File: src/rtl/fpu_man_alu_pipe.sv
// -----------------------------------------------------------------------------
// fpu_man_alu_pipe
//
// Pipelined mantissa add/sub ALU for the floating-point add/sub datapath.
// Takes the aligned larger and smaller mantissas with their signs and the
// requested op, and resolves the effective operation from op and signs. It
// applies a zero-operand bypass and returns the raw mantissa result together
// with the carry-out of an effective add. Stage 1 computes and registers the
// result. Stages 2..NUM_STAGE are plain delay registers. Every stage has its
// own valid bit and ready/valid flow control, so the block can stall without
// losing, duplicating or reordering beats.
//
// Parameters:
//   SIZE_MAN   mantissa width including hidden bit (8..64)
//   NUM_STAGE  register stages from input to output (1..4)
//   NUM_OP     op-select width; only bit 0 is used (0 = ADD, 1 = SUB)
//
// Ports:
//   i_clk, i_rst_n          clock, asynchronous active-low reset
//   i_valid / o_ready       input handshake
//   i_fpu_op                requested operation
//   i_sign_a, i_sign_b      signs of the max / min operand
//   i_carry                 alignment borrow; suppresses the +1 of the subtract
//   i_E_zero_A, i_E_zero_B  exponent-is-zero flags of max / min operand
//   i_man_max, i_man_min    aligned larger / smaller mantissa
//   o_valid / i_ready       output handshake
//   o_man_alu               result mantissa
//   o_overflow              carry-out of an effective add
//   o_eff_sub               beat was an effective subtraction
//   o_lzc                   leading-zero count of o_man_alu
//
// Optional feature (macro FPU_MAN_ALU_LZC_EN):
//   defined   - a leading-zero count of the stage-1 result is registered with
//               it and travels down the pipe with its beat.
//   undefined - no LZC logic is built and o_lzc is tied to 0.
// -----------------------------------------------------------------------------
module fpu_man_alu_pipe #(
    parameter  int SIZE_MAN  = 24,
    parameter  int NUM_STAGE = 2,
    parameter  int NUM_OP    = 1,
    localparam int LZC_W     = $clog2(SIZE_MAN + 1)
) (
    input  logic                i_clk,
    input  logic                i_rst_n,
    input  logic                i_valid,
    output logic                o_ready,
    input  logic [NUM_OP-1:0]   i_fpu_op,
    input  logic                i_sign_a,
    input  logic                i_sign_b,
    input  logic                i_carry,
    input  logic                i_E_zero_A,
    input  logic                i_E_zero_B,
    input  logic [SIZE_MAN-1:0] i_man_max,
    input  logic [SIZE_MAN-1:0] i_man_min,
    output logic                o_valid,
    input  logic                i_ready,
    output logic [SIZE_MAN-1:0] o_man_alu,
    output logic                o_overflow,
    output logic                o_eff_sub,
    output logic [LZC_W-1:0]    o_lzc
);

`ifdef FPU_MAN_ALU_LZC_EN
    typedef struct packed {
        logic [SIZE_MAN-1:0] man;
        logic                ovf;
        logic                eff_sub;
        logic [LZC_W-1:0]    lzc;
    } beat_t;

    // Count of leading zeros; an all-zero value reports SIZE_MAN.
    function automatic logic [LZC_W-1:0] lzc_count(input logic [SIZE_MAN-1:0] v);
        logic found;
        lzc_count = LZC_W'(SIZE_MAN);
        found     = 1'b0;
        for (int i = SIZE_MAN - 1; i >= 0; i--) begin
            if (!found && v[i]) begin
                lzc_count = LZC_W'(SIZE_MAN - 1 - i);
                found     = 1'b1;
            end
        end
    endfunction
`else
    typedef struct packed {
        logic [SIZE_MAN-1:0] man;
        logic                ovf;
        logic                eff_sub;
    } beat_t;
`endif

    // ---------------------------------------------------------------------
    // Stage-1 combinational datapath
    // ---------------------------------------------------------------------
    logic                eff_sub;
    logic                z_a;
    logic                z_b;
    logic [SIZE_MAN-1:0] min_op;
    logic [SIZE_MAN:0]   sum_ext;
    beat_t               beat_d;

    // NOTE: every variable written here gets a value before any branch,
    // so no path leaves it unassigned and no latch is inferred.
    always_comb begin
        eff_sub = i_fpu_op[0] ^ i_sign_a ^ i_sign_b;
        z_a     = i_E_zero_A & (i_man_max[SIZE_MAN-2:0] == '0);
        z_b     = i_E_zero_B & (i_man_min[SIZE_MAN-2:0] == '0);

        // Subtract is max + ~min + 1. An alignment borrow drops the +1.
        min_op  = eff_sub ? ~i_man_min : i_man_min;
        sum_ext = {1'b0, i_man_max} + {1'b0, min_op}
                + (SIZE_MAN + 1)'(eff_sub & ~i_carry);

        beat_d         = '0;
        beat_d.eff_sub = eff_sub;
        if (z_a) begin
            beat_d.man = i_man_min;
        end else if (z_b) begin
            beat_d.man = i_man_max;
        end else begin
            beat_d.man = sum_ext[SIZE_MAN-1:0];
            // The carry-out of a subtract is only the borrow complement.
            beat_d.ovf = ~eff_sub & sum_ext[SIZE_MAN];
        end
`ifdef FPU_MAN_ALU_LZC_EN
        beat_d.lzc = lzc_count(beat_d.man);
`endif
    end

    // ---------------------------------------------------------------------
    // Pipeline registers and flow control
    // ---------------------------------------------------------------------
    logic [NUM_STAGE-1:0] stg_valid;
    logic [NUM_STAGE-1:0] stg_rdy;
    logic [NUM_STAGE-1:0] prev_valid;
    beat_t                stg_data  [NUM_STAGE];
    beat_t                prev_data [NUM_STAGE];
    logic                 ready_en;
    logic                 in_fire;

    // A stage may load when it, or any stage after it, is empty, or when
    // the downstream consumer accepts. The chain is built from the output
    // back, so o_ready sees i_ready in the same cycle and there is no bubble.
    always_comb begin
        logic acc;
        // NOTE: blocking assignments model combinational logic; acc is a
        // running temporary read back within this same pass.
        acc     = i_ready;
        stg_rdy = '0;
        for (int k = NUM_STAGE - 1; k >= 0; k--) begin
            acc        = acc | ~stg_valid[k];
            stg_rdy[k] = acc;
        end
    end

    // Holds o_ready low until the first clock after reset is released.
    assign o_ready = ready_en & stg_rdy[0];
    assign in_fire = i_valid & o_ready;

    // What each stage would load: the new beat for stage 1, or the
    // predecessor's contents for the delay stages.
    always_comb begin
        prev_valid    = '0;
        prev_valid[0] = in_fire;
        prev_data[0]  = beat_d;
        for (int k = 1; k < NUM_STAGE; k++) begin
            prev_valid[k] = stg_valid[k-1];
            prev_data[k]  = stg_data[k-1];
        end
    end

    // NOTE: the data registers are reset as well as the valid bits, because
    // the output fields must read zero during and after reset.
    always_ff @(posedge i_clk or negedge i_rst_n) begin
        if (!i_rst_n) begin
            ready_en  <= 1'b0;
            stg_valid <= '0;
            for (int k = 0; k < NUM_STAGE; k++) begin
                stg_data[k] <= '0;
            end
        end else begin
            // NOTE: non-blocking assignments, so every stage samples its
            // predecessor's value from before this edge.
            ready_en <= 1'b1;
            for (int k = 0; k < NUM_STAGE; k++) begin
                if (stg_rdy[k]) begin
                    stg_valid[k] <= prev_valid[k];
                    // Data only moves with a valid beat. Idle cycles leave
                    // the last value in place.
                    if (prev_valid[k]) begin
                        stg_data[k] <= prev_data[k];
                    end
                end
            end
        end
    end

    // ---------------------------------------------------------------------
    // Outputs
    // ---------------------------------------------------------------------
    assign o_valid    = stg_valid[NUM_STAGE-1];
    assign o_man_alu  = stg_data[NUM_STAGE-1].man;
    assign o_overflow = stg_data[NUM_STAGE-1].ovf;
    assign o_eff_sub  = stg_data[NUM_STAGE-1].eff_sub;
`ifdef FPU_MAN_ALU_LZC_EN
    assign o_lzc      = stg_data[NUM_STAGE-1].lzc;
`else
    assign o_lzc      = '0;
`endif

endmodule

File: config.mk
export PLATFORM = sky130hd
export DESIGN_NAME = fpu_man_alu_pipe
export DESIGN_NICKNAME = d
export VERILOG_FILES = /design/src/rtl/fpu_man_alu_pipe.sv
export SDC_FILE = /design/constraint.sdc
export NUM_CORES = 1
export LEC_CHECK = 0
export ABC_AREA = 1
export CELL_PAD_IN_SITES_DETAIL_PLACEMENT = 0
export CELL_PAD_IN_SITES_GLOBAL_PLACEMENT = 1
export CORE_MARGIN = 8
export CORE_UTILIZATION = 38
export DETAILED_ROUTE_END_ITERATION = 12
export HOLD_SLACK_MARGIN = 0.06
export PLACE_DENSITY = 0.8
export SLEW_MARGIN = 30
export SYNTH_ARGS = -nofsm -noshare
export SYNTH_HDL_FRONTEND = slang
export SYNTH_SLANG_ARGS = --single-unit
File: constraint.sdc
create_clock -name i_clk -period 1.53 [get_ports i_clk]
set_input_delay 0.306 -clock i_clk [delete_from_list [all_inputs] [get_ports i_clk]]
set_output_delay 0.306 -clock i_clk [all_outputs]
set_load 0.02 [all_outputs]
Word-level counts from Yosys, hierarchy flattened
Index checks and enable logic that the tools add are counted.

Add/subtract/negate cells: 2. Mux-type cells: 5. Bitwise operators: 15. Reduce and logical (&&, ||, !) cells: 4.

Operator list (count): 24-bit two-way mux (3); 23-bit zero test (2); 24-bit by 24-bit adder with 25-bit output (1); 25-bit adder (1); 1-bit by 25-bit AND with 25-bit output (1); 1-bit inverter with 25-bit output (1); 24-bit inverter (1); 1-bit AND (5); 2-bit AND reduction (2); 1-bit inverter (3); 1-bit two-way mux (2); 1-bit OR (2); 1-bit XOR (2).

Register bits: 55. Input port bits: 58. Output and inout port bits: 33. Word-level logic and storage cells: 35.

Longest topological paths before layout
Depth in word-level cells: 8. Depth in mapped cells: 18. Gate-level depth less buffers: 17.

Least setup slack after synthesis
No wires, ideal clock.

Path type: input port to flip-flop. From: in i_fpu_op. To: reg stg_data, in the netlist prev_data[14]. Setup time: 73 ps. Arrival: 2711 ps. Required time: 1457 ps. Slack: -1254 ps. Stages on the path: 17. Buffers on the path: 1. Path through: xnor2_1 > or2_2 > nand2_2 > buf_6 > xnor2_1 > fa_1 > inv_1 > fa_1 > nand3b_1 > nand2_1 > nand2_1 > nand2_2 > nand2_1 > a21o_1 > nand3_1 > nand2_1 > a21boi_2.

Longest elaborated chain between the ends: 7. Elaborated cells on any way between the ends: 8. Those cells by class: add/sub (2); mux (3); bitwise (3).

Ends and longest elaborated chain: start, declared (line 47) `input logic [NUM_OP-1:0] i_fpu_op,`; 1-bit XOR (*) (2 in series) (line 104) `eff_sub = i_fpu_op[0] ^ i_sign_a ^ i_sign_b;`; 24-bit two-way mux (line 109) `min_op = eff_sub ? ~i_man_min : i_man_min;`; 24-bit by 24-bit adder with 25-bit output (line 110) `sum_ext = {1'b0, i_man_max} + {1'b0, min_op}`; 25-bit adder (*) (line 111) `+ (SIZE_MAN + 1)'(eff_sub & ~i_carry);`; 24-bit two-way mux (*) (line 117) `end else if (z_b) begin`; 24-bit two-way mux (*) (line 115) `if (z_a) begin`; end signal, assigned by index (line 190) `stg_data[k] <= prev_data[k];`; end, declared (line 135) `beat_t stg_data [NUM_STAGE];`.

Every way passes the cells marked *; elsewhere a longest branch is shown, timed or not. A chain may end at the register's enable or synchronous reset.

Final worst setup path
From: in i_sign_a. To: reg stg_data, in the netlist prev_data[14].

Longest elaborated chain between the ends: 7. Elaborated cells on any way between the ends: 8. Those cells by class: add/sub (2); mux (3); bitwise (3).

Ends and longest elaborated chain: start, declared (line 48) `input logic i_sign_a,`; 1-bit XOR (*) (2 in series) (line 104); 24-bit two-way mux (line 109); 24-bit by 24-bit adder with 25-bit output (line 110); 25-bit adder (*) (line 111); 24-bit two-way mux (*) (line 117); 24-bit two-way mux (*) (line 115).

Marks and branches as above.

==> flow_summary_export.csv <==
group,metric,value,unit
clock_tree,htree_levels,2,
worst_setup_path,cp-start-kind,"input pin",
timing,fin_ws,-964.4,ps
floorplanning,die_x,131.9,microns
worst_setup_path,reg2regPathDepth,10,
timing,rsz0062_at_grt,"yes",
route,via_per_inst,4.698,
floorplanning,num_rows,42,
layout,seqCellArea,1376,sq um
floorplanning,num_io_pins,91,
synthesis,synth_edf_count,0,
clock_tree,cts_buffers,5,
worst_setup_path,cp_cell_sequence,"buf_8, xnor2_4, or2_4, nand2_8, xnor2_4, fa_2, inv_2, fa_2, nand3b_1, nand2_2, nand2_2, nand2_4, nand2_2, a21o_1, nand3_1, nand2_1, a21boi_2",
timing,post-route-period-util,163.0,%
timing,min_period,2494,ps
worst_setup_path,cp_max_fo,7,
pwr,p_per_area,1014,nW/um^2
layout,diodes,0,
clock_tree,cts-root-buf,"clkbuf_16",
grt,gr-usage-met3,2.248,%
grt,grt_pass1_vias,5471,
worst_setup_path,cp_slowest_stage_delay,380,ps
layout,final_util,62.80,%
grt,gr-total-overflow,0,
grt,grt.busiest_layer,"met2",
outcome,status,"finished with violations",
route,drt_wl_total,17930,microns
placed_design,dp_hpwl,14080,microns
synthesis,synth-seq-cells,55,
floorplanning,fp.dieH,131.9,microns
min_path,worstHoldPathType,"input pin to register",
grt,antenna_found_initial,0,
layout,nNetsFinal,1076,
worst_setup_path,critPathKind,"input pin to register",
worst_setup_path,startpoint,"i_sign_a",
flow_run,maxCapViolCount,0,
placed_design,dp_worst_setup_slack,-1776,ps
worst_setup_path,slowest_stage,"fa_2",
timing,timing.hold.ws,308.5,ps
clock_tree,cts.sinks,55,
placed_design,place_inst,1136,
route,drtAntennaViolNets,0,
synthesis,synth_seq_area_share,26.97,%
synthesis,yosys-top-cells-area,"dfrtp_1, nand2_1, inv_1, ha_1, xor2_1",
placed_design,place_congestion,0.8922,
clock_tree,cts_tree,"done",
route,drtPass1Iterations,4,
floorplanning,core,13190,sq um
synthesis,syn_inst,784,
worst_setup_path,critPathCapture,"prev_data[14]$_DFFE_PN0P_",
route,drtIter0Drc,316,
outcome,violations,"negative setup slack",
timing,hold_viol,0,
synthesis,synth_cell_type_count,40,
layout,multi_input_area,3940,sq um
synthesis,synthArstFlopShare,100.0,%
synthesis,yosysWarnings,0,
worst_setup_path,reg2reg_slack,80,ps
synthesis,synth_ff_type,"dfrtp_1",
synthesis,netlist_area,5104,sq um
clock_tree,clock_latency,290,ps
grt,grt_pass1_wl,28180,microns
worst_setup_path,cpMostUsedCell,"nand2_2",
floorplanning,initial_utilization,38.69,%
pwr,vdd_drop_max,0.4504,mV
clock_tree,cts_buffer_depth,2,
timing,setup_violations,25,
worst_setup_path,cp-end-kind,"register",
layout,fillers,1227,
timing,finClkSkew,2.683,ps
synthesis,synth_top_area_share,26.97,%
worst_setup_path,rr_endpoint,"prev_data[25]$_DFFE_PN0P_",
timing,maxSlewViolCount,0,
synthesis,synth_largest_area_cell,"dfrtp_1",
grt,grt_usage,19.84,%
route,avgRoutedWirePerCell,15.34,microns
floorplanning,die_area,17400,sq um
placed_design,port_buffers,85,
grt,grt_util_met2,32.78,%
worst_setup_path,reg2reg_from,"stg_valid[1]$_DFFE_PN0P_",
layout,syn2layout_area_growth,62.29,%
worst_setup_path,cp.required,1750,ps
synthesis,avgSynthCellArea,6.510,sq um
grt,grt_max_degree,56,
route,vias,5492,
layout,drive_above_1_share,37.87,%
worst_setup_path,worstPathArrival,2720,ps
timing,fmaxAchievable,0.4009,GHz
pwr,leakagePower,4.290,nW
layout,final_cells,1169,
route,drc_errors,0,
grt,grt.met1_usage,26.59,%
clock_tree,path_clk_slew,60,ps
-- what timing repair did --
item | 4_1_cts | 5_1_grt
setup endpoints to repair | 53 | 28
hold endpoints to repair | 55 | 0
cloned | 1 | 0
setup buffers | 12 | 13
pin swaps | 52 | 74
gates resized for setup | 144 | 122
hold buffers | 1 | 0
-- power by group --
part | switching [mW] | internal (mW) | total, mW
Clock | 0.474 | 0.639 | 1.11
Combinational | 2.91 | 2.30 | 5.21
Sequential | 0.178 | 1.91 | 2.08
Total | 3.56 | 4.84 | 8.40
-- worst min path at each step --
stage          slack, ps  cells after the start                  start                        to
2_1_floorplan         10                      0                i_rst_n     o_eff_sub$_DFFE_PN0P_
3_3_place_gp         320                      2                i_rst_n  o_man_alu[0]$_DFFE_PN0P_
3_5_place_dp         320                      2                i_rst_n  o_man_alu[0]$_DFFE_PN0P_
4_1_cts              480                      2  o_eff_sub$_DFFE_PN0P_     o_eff_sub$_DFFE_PN0P_
5_1_grt              340                      4                i_ready  stg_valid[1]$_DFFE_PN0P_
6_report             310                      4                i_ready  stg_valid[1]$_DFFE_PN0P_
-- synth_stat cells (all sizes together), types with 2 or more instances --
library cell	number
a21oi	41
clkbuf	6
a21boi	14
xnor2	7
inv	159
a21o	4
a22oi	9
nor3	2
ha	23
conb	2
xor2	24
o21ai	32
fa	2
or2	3
nor2	56
nand3b	4
buf	18
nand2	262
nor4	2
nand3	45
nand4	12
dfrtp	55
-- cell usage in the layout, fill, tap and decap left out, types with 3 or more instances in the layout --
master,count
nand2_1,188
inv_1,129
buf_4,116
nand2_2,65
dfrtp_1,55
clkdlybuf4s50_1,43
dlygate4sd2_1,36
nor2_1,29
a21oi_1,29
inv_2,28
o21ai_0,26
nand3_1,22
nand3_2,17
nor2_4,14
nor2_2,13
nand4_1,12
ha_4,12
a21oi_2,11
a21boi_2,11
buf_12,11
xor2_4,10
ha_1,10
a22oi_2,9
buf_6,9
xor2_1,8
nand2_4,7
xor2_2,6
nand3_4,6
conb_1,6
o21ai_2,5
clkbuf_16,5
xnor2_1,4
nand3b_1,4
a21o_1,4
nand2_8,3
a21boi_1,3
-- cell type report --
class / instances / share of cell area (%)
Sequential cell: 55 / 16.62
Multi-Input combinational cell: 551 / 47.57
Clock buffer: 6 / 1.677
Timing Repair Buffer: 221 / 24.15
Tap cell: 176 / 2.659
Inverter: 159 / 7.266
Clock inverter: 1 / 0.06042
-- worst max-delay path, delay by kind of cell --
kind	cells	cell delay (ps)
AOI/OAI and AO/OA	2	270
buffers and inverters	2	140
adders and majority gates	2	620
xor gates and xnor gates	2	270
and+or+nand+nor	9	1110
-- flip-flops by register name, summed over array words and instances, names as in the netlist --
| name | cells |
|---|---|
| prev_data | 26 |
| ready_en | 1 |
| stg_valid | 2 |
| o_man_alu | 24 |
| o_overflow | 1 |
| o_eff_sub | 1 |
-- kinds of logic (layout without fill, tap and decap cells) --
kind of cell,count (synthesis),count (layout),synth area share [%]
adder cells (fa/ha/maj),25,25,6.423
multiplexers,1,1,0.2206
buffers and inverters,183,387,15.20
AND/OR/NAND/NOR,386,387,32.24
other,2,6,0.1471
AO/OA/AOI/OAI,101,101,13.48
flip-flops,55,55,26.97
XOR/XNOR,31,31,5.320
-- metrics by stage --
stage | TNS (ps) | total power [mW] | cell area [sq um]
6_report | -20490 | 8.403 | 8283
5_1_grt | -23160 | 9.034 | 8283
4_1_cts | -19540 | 7.853 | 7579
3_5_place_dp | -40210 | 6.497 | 7007
3_3_place_gp | -39860 | 6.446 | 7007
2_1_floorplan | -19570 | 4.634 | 5216
-- routing by layer --
layer  vias to the layer above  wire length [microns]
met5                         -                      0
met4                         0                    324
met3                        22                    717
met2                       106                   8629
met1                      2572                   8261
li1                       2792                      -
Power figures use the tool's default switching activity.
